==> src/rtl/microseq.sv <==
// microseq: micro-sequencer ahead of the instruction decoder.
// Holds the instruction register, the T-state counter and a retired-instruction
// counter. Define MICROSEQ_STEP_EN to add single-step support (step/step_mode
// inputs). Without it, step_wait is tied to 0.
module microseq #(
  parameter int          T_MAX    = 7,
  parameter logic [15:0] IR_RESET = 16'h0000
) (
  input  logic        clk,
  input  logic        reset,
  input  logic [15:0] bus_in,
  input  logic        ir_load,
  input  logic        t_reset,
  input  logic        stall,
`ifdef MICROSEQ_STEP_EN
  input  logic        step,
  input  logic        step_mode,
`endif
  output logic [15:0] instr,
  output logic [2:0]  T,
  output logic        fetch,
  output logic [15:0] retired,
  output logic        step_wait
);

  // The T counter is only 3 bits wide, so T_MAX must fit it and leave room
  // for at least a fetch phase plus one execute state.
  generate
    if (T_MAX < 2 || T_MAX > 7) begin : g_bad_tmax
      $error("microseq: T_MAX must be in 2..7");
    end
  endgenerate

  localparam logic [2:0] TMAX3 = 3'(T_MAX);

  logic end_instr;
  logic hold;

  // The instruction ends either on request from microcode or by running out of T-states.
  assign end_instr = t_reset || (T == TMAX3);

  // T=0 and T=1 are the fetch microcode phase.
  assign fetch = (T == 3'd0) || (T == 3'd1);

`ifdef MICROSEQ_STEP_EN
  typedef enum logic {
    ST_RUN  = 1'b0,
    ST_WAIT = 1'b1
  } step_state_t;

  step_state_t state, state_nxt;

  // Single-step state register; reset always returns to free-running.
  always_ff @(posedge clk) begin
    if (reset) state <= ST_RUN;
    else       state <= state_nxt;
  end

  // Enter WAIT as an instruction completes in step mode; leave on step or step_mode drop.
  always_comb begin
    state_nxt = state;
    case (state)
      ST_RUN:  if (!stall && end_instr && step_mode)  state_nxt = ST_WAIT;
      ST_WAIT: if (!stall && (step || !step_mode))    state_nxt = ST_RUN;
      default: state_nxt = ST_RUN;
    endcase
  end

  assign step_wait = (state == ST_WAIT);
`else
  assign step_wait = 1'b0;
`endif

  // A single-step hold freezes the sequencer exactly like a memory stall. The
  // edge that releases WAIT still holds, so sequencing restarts cleanly from T=0.
  assign hold = stall || step_wait;

  // IR, T-state and retired counter; requests arriving during a hold are dropped.
  always_ff @(posedge clk) begin
    if (reset) begin
      instr   <= IR_RESET;
      T       <= 3'd0;
      retired <= 16'd0;
    end else if (!hold) begin
      if (ir_load) instr <= bus_in;
      if (end_instr) begin
        T       <= 3'd0;
        retired <= retired + 16'd1;
      end else begin
        T       <= T + 3'd1;
      end
    end
  end

endmodule

==> config.mk <==
export PLATFORM = sky130hd
export DESIGN_NAME = microseq
export DESIGN_NICKNAME = d
export VERILOG_FILES = /design/src/rtl/microseq.sv
export SDC_FILE = /design/constraint.sdc
export NUM_CORES = 1
export LEC_CHECK = 0
export CELL_PAD_IN_SITES_DETAIL_PLACEMENT = 0
export CELL_PAD_IN_SITES_GLOBAL_PLACEMENT = 1
export CORE_UTILIZATION = 32
export CTS_BUF_LIST = sky130_fd_sc_hd__clkbuf_16
export DETAILED_ROUTE_END_ITERATION = 8
export GPL_ROUTABILITY_DRIVEN = 0
export PLACE_DENSITY_LB_ADDON = 0.12
export SYNTH_ARGS = -nofsm -noshare
export SYNTH_HDL_FRONTEND = slang
export SYNTH_SLANG_ARGS = --single-unit
==> constraint.sdc <==
create_clock -name clk -period 5 [get_ports clk]
set_input_delay 0.5 -clock clk [delete_from_list [all_inputs] [get_ports clk]]
set_output_delay 0.5 -clock clk [all_outputs]
set_load 0.01 [all_outputs]
After elaboration in Yosys (flattened, before gate mapping)

Index checks and enable logic that the tools add are counted.

Add/subtract/negate cells: 2
Equality and inequality tests: 2
Mux-type cells: 1
Bitwise operators: 1
Reductions and logical operators: 5

Operators with widths:

| cell                    | number |
|---|---|
| $add A16 B1 Y16 const B | 1 |
| $reduce_and A2 Y1       | 2 |
| $add A3 B1 Y3 const B   | 1 |
| $eq A3 B1 Y1 const B    | 1 |
| $eq A3 B3 Y1 const B    | 1 |
| $logic_not A3 Y1        | 1 |
| $mux W3                 | 1 |
| $logic_or A1 B1 Y1      | 2 |
| $not A1 Y1              | 1 |

Register bits: 35
Logic and storage cells: 14

Logic depth before layout (Yosys ltp)

Gate-level depths: netlist of run 1.

Word-level depth: 3
Mapped depth: 7

Worst setup path after synthesis of run 1

No wires, ideal clock.

Path kind: reg-to-reg
Start point: register T[0]
End point: register retired[14]
Library setup time: 0.070 ns
Data arrival time: 1.805 ns
Data required time: 4.930 ns
Slack: 3.125 ns
Stages on the path, launching flop included: 8
Buffers on the path: 1
Period minus slack after synthesis: 1.875 ns
Cell sequence: dfxtp_1 > ha_1 > ha_1 > o21bai_1 > or2_2 > clkbuf_1 > or3_1 > a21oi_1

Longest elaborated chain between the ends: 3

RTL lines:

| item                               | RTL line | source |
|---|---|---|
| start, declared                    | 20       | `output logic [2:0] T,` |
| start signal, assigned             | 90       | `T <= T + 3'd1;` |
| $eq A3 B3 Y1                       | 40       | `assign end_instr = t_reset \|\| (T == TMAX3);` |
| $logic_or A1 B1 Y1                 | 40       |  |
| $reduce_and A2 Y1 (no source line) | -        |  |
| end signal, assigned               | 88       | `retired <= retired + 16'd1;` |
| end, declared                      | 22       | `output logic [15:0] retired,` |

No other way between the ends.
A chain may end at the register's enable or synchronous reset.

Final worst setup path of run 1

Start point: input stall
End point: register instr[15]

Longest elaborated chain between the ends: 2

RTL lines:

| item                               | RTL line | source |
|---|---|---|
| start, declared                    | 14       | `input logic stall,` |
| $not A1 Y1 (no source line)        | -        |  |
| $reduce_and A2 Y1 (no source line) | -        |  |
| end signal, assigned               | 85       | `if (ir_load) instr <= bus_in;` |
| end, declared                      | 19       | `output logic [15:0] instr,` |

No other way between the ends.

==> flow_summary.json, run 1 <==
{
  "setup_slack_ps": 2940,
  "grt_pass1_wl_um": 5830,
  "htreeDepth": 2,
  "r2r_setup_slack_ps": 3070,
  "via_count": 1376,
  "netlist_instances": 176,
  "cap_violations": 0,
  "cts_tree": "built",
  "path_class": "in2reg",
  "synth_area_um2": 1460,
  "required_ps": 5210,
  "holdCritPathClass": "reg2reg",
  "clk_latency_ps": 270,
  "synth_seq_cells": 35,
  "ys_seq_area_share_pct": 48.1,
  "min_period_ps": 2060,
  "synthTopCellsByArea": "dfxtp_1 (48%), nand2_1 (10%), a21oi_1 (8.9%)",
  "rows": 24,
  "synth.distinct_cells": 33,
  "start_util_pct": 33.4,
  "fmax_mhz": 486,
  "dpl_worst_slack_ps": 2610,
  "rr_startpoint": "T[0]$_SDFFE_PP0N_",
  "hold_buffers": 0,
  "worst_slew_pin_slew_ps": 1090,
  "root_buffer": "clkbuf_16",
  "post_cts_buffers": 0,
  "setup_viol": 0,
  "clk_pin_slew_ps": 50,
  "core_area_um2": 4350,
  "synthMostInstantiatedCell": "nand2_1",
  "power_density_nw_per_um2": 313,
  "via_per_inst": 4.90,
  "grt_max_degree": 36,
  "multiInputGateArea_um2": 689,
  "die_area_um2": 4820,
  "hp-start": "instr[8]$_SDFFE_PP0P_",
  "final_nets": 252,
  "status": "complete, no violations",
  "ys.warnings.count": 0,
  "die_y_um": 69.5,
  "ios": 58,
  "async_flop_share_pct": 0,
  "syn-num-nets": 200,
  "fp.dieW_um": 69.5,
  "ir_drop_uv": 163,
  "worst_setup_path_end_kind": "flop",
  "cts_sinks": 35,
  "grt_pass1_vias": 1284,
  "final_area_um2": 2200,
  "fin_setup_tns_ps": 0,
  "drt_iter0_drc": 112,
  "synth_common_cells": "nand2_1 (40), dfxtp_1 (35), a21oi_1 (26)",
  "cts-buffers-inserted": 5,
  "cts_resized": 0,
  "slew_viol_final": 0,
  "post-dp-hpwl_um": 2420,
  "rsz0062_at_grt": "no",
  "slew_headroom_pct": 27.4,
  "arrival_ps": 2260,
  "synth_top_area_share_pct": 48.1,
  "ys_dominant_reg_cell": "dfxtp_1",
  "cts_max_path_buffers": 2,
  "drt_wl_total_um": 3450,
  "first_pass_iters": 6,
  "grt_antenna_before_repair": 0,
  "cp-startpoint": "stall",
  "p_leak_nw": 0.766,
  "numPortBuffers": 56,
  "grt_use_total_pct": 15.1,
  "synth_area_per_cell_um2": 8.27,
  "postRouteAntennaNets": 0,
  "max_stage_delay_ps": 890,
  "n_fill_cell": 390,
  "synth_edf_count": 0,
  "drive_above_1_share_pct": 5.68,
  "fin_crit_sh_pct": 41.2,
  "drc": 0,
  "fin_skew_ps": 1.76,
  "startpoint_type": "primary input",
  "place_area_um2": 2040,
  "overflow": 0,
  "slowest_stage": "nor2b_1",
  "hold_viol": 0,
  "crit_chain": "clkdlybuf4s50_1, nor2b_1, nand2_1, a21oi_1",
  "cp_max_fo": 16,
  "diodes": 0,
  "seq_area_um2": 701,
  "area.growth.synth_to_final_pct": 51.2,
  "post_drt_wl_per_cell_um": 12.3,
  "yosysTopAreaCell": "dfxtp_1"
}
report_power, final:
| part | switching [mW] | total, mW | internal (mW) |
|---|---|---|---|
| clock | 0.106 | 0.338 | 0.232 |
| combinational | 0.0253 | 0.0587 | 0.0334 |
| sequential | 0.00491 | 0.292 | 0.287 |
layout by cell type (no fill, tap or decap), types with 2 or more instances in the layout:
cell,count
or4_1,2
xnor2_1,4
nor3_1,3
clkdlybuf4s50_1,56
or3_1,2
dfxtp_1,35
o21ai_0,2
inv_1,4
o31ai_1,3
nor2_1,13
clkbuf_16,5
nand4_1,2
nor4b_1,3
nand3_1,3
a21oi_1,26
nand2_1,40
xor2_1,5
ha_1,3
through the flow:
step / hold WS (ps) / power (mW) / std cells / util, %
floorplan: 481 / 0.322 / 176 / -
CTS: 456 / 0.702 / 281 / 50.6
global route: 476 / 0.720 / 281 / 50.6
detailed placement: 448 / 0.356 / 273 / 46.8
global placement: 441 / 0.355 / 273 / 46.8
finish: 450 / 0.689 / 281 / 50.6
final cells by class:
cell class | count | area share (%)
Tap cell | 52 | 2.95
Sequential cell | 35 | 31.8
Multi-Input combinational cell | 125 | 31.3
Clock buffer | 5 | 5.68
Timing Repair Buffer | 57 | 25.8
Inverter | 4 | 0.682
Clock inverter | 3 | 1.76
worst paths after layout:
kind	to	depth (start not counted)
setup / recovery	instr[15]$_SDFFE_PP0P_	4
setup reg to reg	retired[13]$_SDFFE_PP0P_	6
hold reg to reg	instr[8]$_SDFFE_PP0P_	2
hold / removal	instr[8]$_SDFFE_PP0P_	2
layer usage:
layer  share of wire, %  global-route usage, %  wire length [um]
met5                  0                      0                 0
met4                2.3                   9.07                79
met3                5.9                   4.22               202
met2                 45                   22.9              1570
met1                 46                   19.1              1600
cells by family (layout without fill, tap and decap cells):
logic type	count (synthesis)	in the layout	share of synthesized area, %
xor gates and xnor gates	9	9	5.41
buffers and inverters	16	69	4.55
AOI/OAI and AO/OA	34	34	13.0
other	1	1	0.257
and+or+nand+nor	78	78	26.1
DFF	35	35	48.1
adders and majority gates	3	3	2.58
state kept, by name, summed over array words and instances, names as in the netlist:
name	flops
T	3
retired	16
instr	16
worst max-delay path: cells and delay by family:
kind	cells	cell delay [ps]
buffers and inverters	1	540
AND/OR/NAND/NOR	2	1060
AO/OA/AOI/OAI	1	160
No activity file was read; power rests on OpenSTA's default activity.
==> run 2, diff against run 1 <==
CORE_UTILIZATION = 27   (was 32)
clock period = 1.8 ns   (was 5 ns; I/O delays follow)
==> run 2 against run 1 <==
Setup slack got worse by 2800 ps. Critical endpoint is now retired[15]$_SDFFE_PP0P_. Clock skew barely moved. Sequential share of layout area fell by 1.7 points. Wire length rose by 9.0%. Design area rose by 5.9%. Worst hold slack improved by 2.1 ps. Clock-buffer cell count did not move. Largest power group unchanged. Sequential cell count did not move. Sequential power rose to 2.8 times the previous value.
==> flow_summary.json, run 2 (synthesis results as in run 1) <==
{
  "grt_antenna_before_repair": 0,
  "place_area_um2": 2150,
  "grt_pass1_vias": 1317,
  "power_density_nw_per_um2": 831,
  "grt_use_total_pct": 13.9,
  "intPower_mw": 1.54,
  "fin_skew_ps": 2.09,
  "htreeDepth": 2,
  "post-dp-hpwl_um": 2690,
  "path_class": "reg2reg",
  "clk_pin_slew_ps": 50,
  "fin_crit_sh_pct": 94.3,
  "first_pass_iters": 4,
  "diodes": 0,
  "core_area_um2": 5140,
  "status": "complete, no violations",
  "grt_max_degree": 36,
  "numPortBuffers": 56,
  "fmax_mhz": 589,
  "post_drt_wl_per_cell_um": 12.1,
  "ios": 58,
  "die_y_um": 75.4,
  "power_switching_mw": 0.393,
  "grt_util_met2_pct": 22.0,
  "arrival_ps": 1900,
  "setup_viol": 0,
  "final_common_cell": "clkdlybuf4s50_1",
  "required_ps": 2000,
  "rsz0062_at_grt": "yes",
  "hold_viol": 0,
  "netSwitchingFraction_pct": 20.3,
  "worst_setup_path_end_kind": "flop",
  "cts_max_path_buffers": 2,
  "via_per_inst": 4.61,
  "final_area_um2": 2330,
  "rows": 26,
  "fin_util_pct": 45.4,
  "overflow": 0,
  "drt_wl_total_um": 3760,
  "slew_viol_final": 0,
  "cts_tree": "built",
  "fp.dieW_um": 75.4,
  "hold_buffers": 0,
  "via_count": 1429,
  "area.growth.synth_to_final_pct": 60.1,
  "postRouteAntennaNets": 0,
  "cts_sinks": 35,
  "p_comb_share_pct": 9.0,
  "cts-buffers-inserted": 5,
  "drt_iter0_drc": 53,
  "fin_setup_tns_ps": 0,
  "cp_max_fo": 4,
  "start_util_pct": 28.3,
  "clkPwrFrac_pct": 49.1,
  "max_stage_delay_ps": 580,
  "rr_worst_depth": 4,
  "cap_violations": 0,
  "holdCritPathClass": "reg2reg",
  "met1_usage_pct": 17.8,
  "grt_busiest_layer": "met2",
  "final_nets": 263,
  "crit_chain": "nand4_2, or4_4, or4_1, a21oi_1",
  "drive_above_1_share_pct": 12.1,
  "root_buffer": "clkbuf_16",
  "finalPower_mw": 1.94,
  "top_regs": "instr: 16 flops, retired: 16 flops, T: 3 flops",
  "layout_common_cells": "clkdlybuf4s50_1 (56), nand2_1 (39), dfxtp_1 (33)",
  "startpoint_type": "flop",
  "dp.cells": 302,
  "p_leak_nw": 0.822,
  "holdPathStages": 2,
  "clk_latency_ps": 270,
  "ir_drop_uv": 385,
  "grt_use_met3_pct": 4.10,
  "pwr-share-seq_pct": 41.8,
  "slowest_stage": "or4_4",
  "grt_pass1_wl_um": 5920,
  "drc": 0,
  "min_period_ps": 1700,
  "fin_cells": 310,
  "die_area_um2": 5690
}
run 2: final timing paths:
| path | slack (ps) | from | to |
|---|---|---|---|
| hold reg to reg | 450 | instr[9]$_SDFFE_PP0P_ | instr[9]$_SDFFE_PP0P_ |
| setup / recovery | 100 | retired[6]$_SDFFE_PP0P_ | retired[15]$_SDFFE_PP0P_ |
| hold / removal | 450 | instr[9]$_SDFFE_PP0P_ | instr[9]$_SDFFE_PP0P_ |
| setup reg to reg | 100 | retired[6]$_SDFFE_PP0P_ | retired[15]$_SDFFE_PP0P_ |
run 2: worst max-delay path: cells and delay by family (launching register included):
kind,cells,cell delay (ps)
AND/OR/NAND/NOR,3,1120
flip-flops,1,360
AO/OA/AOI/OAI,1,150
run 2: power groups by stage:
| stage | sequential [mW] | clock, mW | combinational, mW |
|---|---|---|---|
| finish | 0.810 | 0.952 | 0.175 |
| floorplan | 0.836 | 0 | 0.0596 |
| CTS | 0.810 | 0.989 | 0.176 |
| global placement | 0.826 | 0 | 0.175 |
| detailed placement | 0.827 | 0 | 0.175 |
| global route | 0.812 | 1.02 | 0.191 |
run 2: cell type report:
type / count / area (um2)
Clock inverter: 3 / 38.8
Fill cell: 536 / 2810
Tap cell: 70 / 87.6
Clock buffer: 5 / 125
Sequential cell: 35 / 703
Timing Repair Buffer: 68 / 651
Multi-Input combinational cell: 125 / 711
Inverter: 4 / 15.0
run 2: layer usage:
layer / up-vias / part of all wire, %
li1: 719 / -
met1: 674 / 46
met2: 34 / 47
met3: 2 / 5.5
met4: 0 / 0.72
met5: - / 0
run 2: stage by stage:
step,hold WS [ps],worst slack [ps]
after floorplan,316,21.0
after global placement,441,47.6
after detailed placement,448,32.8
after CTS,451,18.0
after global routing,463,-5.45
final,453,102
run 2: repair_timing:
item	in CTS	in global routing
hold endpoints to repair	0	0
resized for setup	0	3
endpoints found under the setup margin	0	5
setup buffers	0	0
==> run 3, diff against run 2 <==
MAX_ROUTING_LAYER = met4   (was default)
==> run 3 against run 2 <==
Global-route usage grew 0.43 points. Core utilization did not move. Sequential power about the same. Wire length about the same. Clock skew hardly changed. Largest power group unchanged. Highest routed layer unchanged.
==> flow_summary.json, run 3 (synthesis results as in run 1) <==
{
  "dp.cells": 302,
  "drc": 0,
  "grt_use_total_pct": 14.3,
  "power_density_nw_per_um2": 831,
  "area.growth.synth_to_final_pct": 60.1,
  "status": "complete, no violations",
  "drive_above_1_share_pct": 12.1,
  "numPortBuffers": 56,
  "n_fill_cell": 536,
  "path_class": "reg2reg",
  "p_leak_nw": 0.822,
  "drt_iter0_drc": 53,
  "cts_sinks": 35,
  "r2r_setup_slack_ps": 100,
  "hold_buffers": 0,
  "required_ps": 2000,
  "power_switching_mw": 0.393,
  "ir_drop_uv": 385,
  "cap_violations": 0,
  "fin_cells": 310,
  "clkPwrFrac_pct": 49.1,
  "cts_max_path_buffers": 2,
  "postRouteAntennaNets": 0,
  "dpl_worst_slack_ps": 32.8,
  "worst_setup_path_end_kind": "flop",
  "grt_pass1_vias": 1317,
  "grt_pass1_wl_um": 5920,
  "pwr-share-seq_pct": 41.8,
  "p_comb_share_pct": 9.0,
  "die_area_um2": 5690,
  "crit_chain": "nand4_2, or4_4, or4_1, a21oi_1",
  "diodes": 0,
  "seq_area_um2": 703,
  "path_buf_inv": 0,
  "clk_pin_slew_ps": 50,
  "grt_antenna_before_repair": 0,
  "clk_latency_ps": 270,
  "start_util_pct": 28.3,
  "slew_viol_final": 0,
  "setup_slack_ps": 100,
  "via_per_inst": 4.61,
  "core_area_um2": 5140,
  "via_count": 1429,
  "min_period_ps": 1700,
  "arrival_ps": 1900,
  "max_stage_delay_ps": 580,
  "final_nets": 263,
  "rsz0062_at_grt": "yes",
  "post_drt_wl_per_cell_um": 12.1,
  "first_pass_iters": 4,
  "post_cts_buffers": 0,
  "fp.dieW_um": 75.4,
  "fmax_mhz": 588,
  "htreeDepth": 2,
  "rows": 26,
  "multiInputGateArea_um2": 711,
  "fin_skew_ps": 2.11,
  "holdCritPathClass": "reg2reg",
  "cts-buffers-inserted": 5,
  "die_y_um": 75.4,
  "drt_wl_total_um": 3750,
  "top_regs": "instr: 16 flops, retired: 16 flops, T: 3 flops",
  "post-dp-hpwl_um": 2690,
  "netSwitchingFraction_pct": 20.3,
  "grt_max_degree": 36,
  "crit_family": "simple AND/OR/NAND/NOR gates",
  "setup_viol": 0,
  "cp_max_fo": 4,
  "slowest_stage": "or4_4",
  "startpoint_type": "flop",
  "hold_viol": 0,
  "overflow": 0,
  "fin_crit_sh_pct": 94.4,
  "cts_tree": "built",
  "final_common_cell": "clkdlybuf4s50_1",
  "intPower_mw": 1.54,
  "root_buffer": "clkbuf_16",
  "layout_common_cells": "clkdlybuf4s50_1 (56), nand2_1 (39), dfxtp_1 (33)",
  "ios": 58
}
run 3: cell counts in the layout (fill, tap and decap cells not counted):
No cell type changed its count.
run 3: area by class of cell:
class | instances | share of cell area, %
flip-flops and latches | 35 | 30.2
repair buffers | 68 | 27.9
clock buffers | 5 | 5.37
multi-input cells | 125 | 30.5
well taps | 70 | 3.76
inverters | 4 | 0.644
clock inverters | 3 | 1.66
run 3: what timing repair did:
item / 4_1_cts / 5_1_grt
setup endpoints to repair: 0 / 5
hold endpoints to repair: 0 / 0
resized for setup: 0 / 3
run 3: final timing paths:
kind / endpoint / cells past startpoint / start
worst max-delay path: retired[15]$_SDFFE_PP0P_ / 4 / retired[6]$_SDFFE_PP0P_
worst min-delay path: instr[9]$_SDFFE_PP0P_ / 2 / instr[9]$_SDFFE_PP0P_
worst max register to register: retired[15]$_SDFFE_PP0P_ / 4 / retired[6]$_SDFFE_PP0P_
worst min register to register: instr[9]$_SDFFE_PP0P_ / 2 / instr[9]$_SDFFE_PP0P_
run 3: worst reg2reg max path, cell delays in order (launching register included):
cell	delay [ps]
dfxtp_1	360
nand4_2	140
or4_4	580
or4_1	400
a21oi_1	150
run 3: per-stage QoR:
step | util (%) | area, um2 | setup TNS (ps) | power, mW | hold slack (ps)
2_1_floorplan | - | 1470 | 0 | 0.895 | 316
3_3_place_gp | 41.9 | 2150 | 0 | 1.00 | 441
3_5_place_dp | 41.9 | 2150 | 0 | 1.00 | 448
4_1_cts | 45.1 | 2320 | 0 | 1.97 | 451
5_1_grt | 45.4 | 2330 | -5.45 | 2.02 | 463
6_report | 45.4 | 2330 | 0 | 1.94 | 453
run 3: power by group through the flow:
stage	logic [mW]	clock network (mW)	registers, mW
after CTS	0.176	0.989	0.810
after detailed placement	0.175	0	0.827
after global routing	0.191	1.02	0.812
final	0.175	0.952	0.810
after floorplan	0.0596	0	0.836
after global placement	0.175	0	0.826
run 3: routing by layer:
layer  part of all wire, %  vias to the layer above  GRT usage (%)
met5                     0                        -              -
met1                    47                      674           17.9
met3                   5.0                        2           3.84
met4                  0.72                        0           5.56
li1                      -                      719              -
met2                    47                       34           22.0
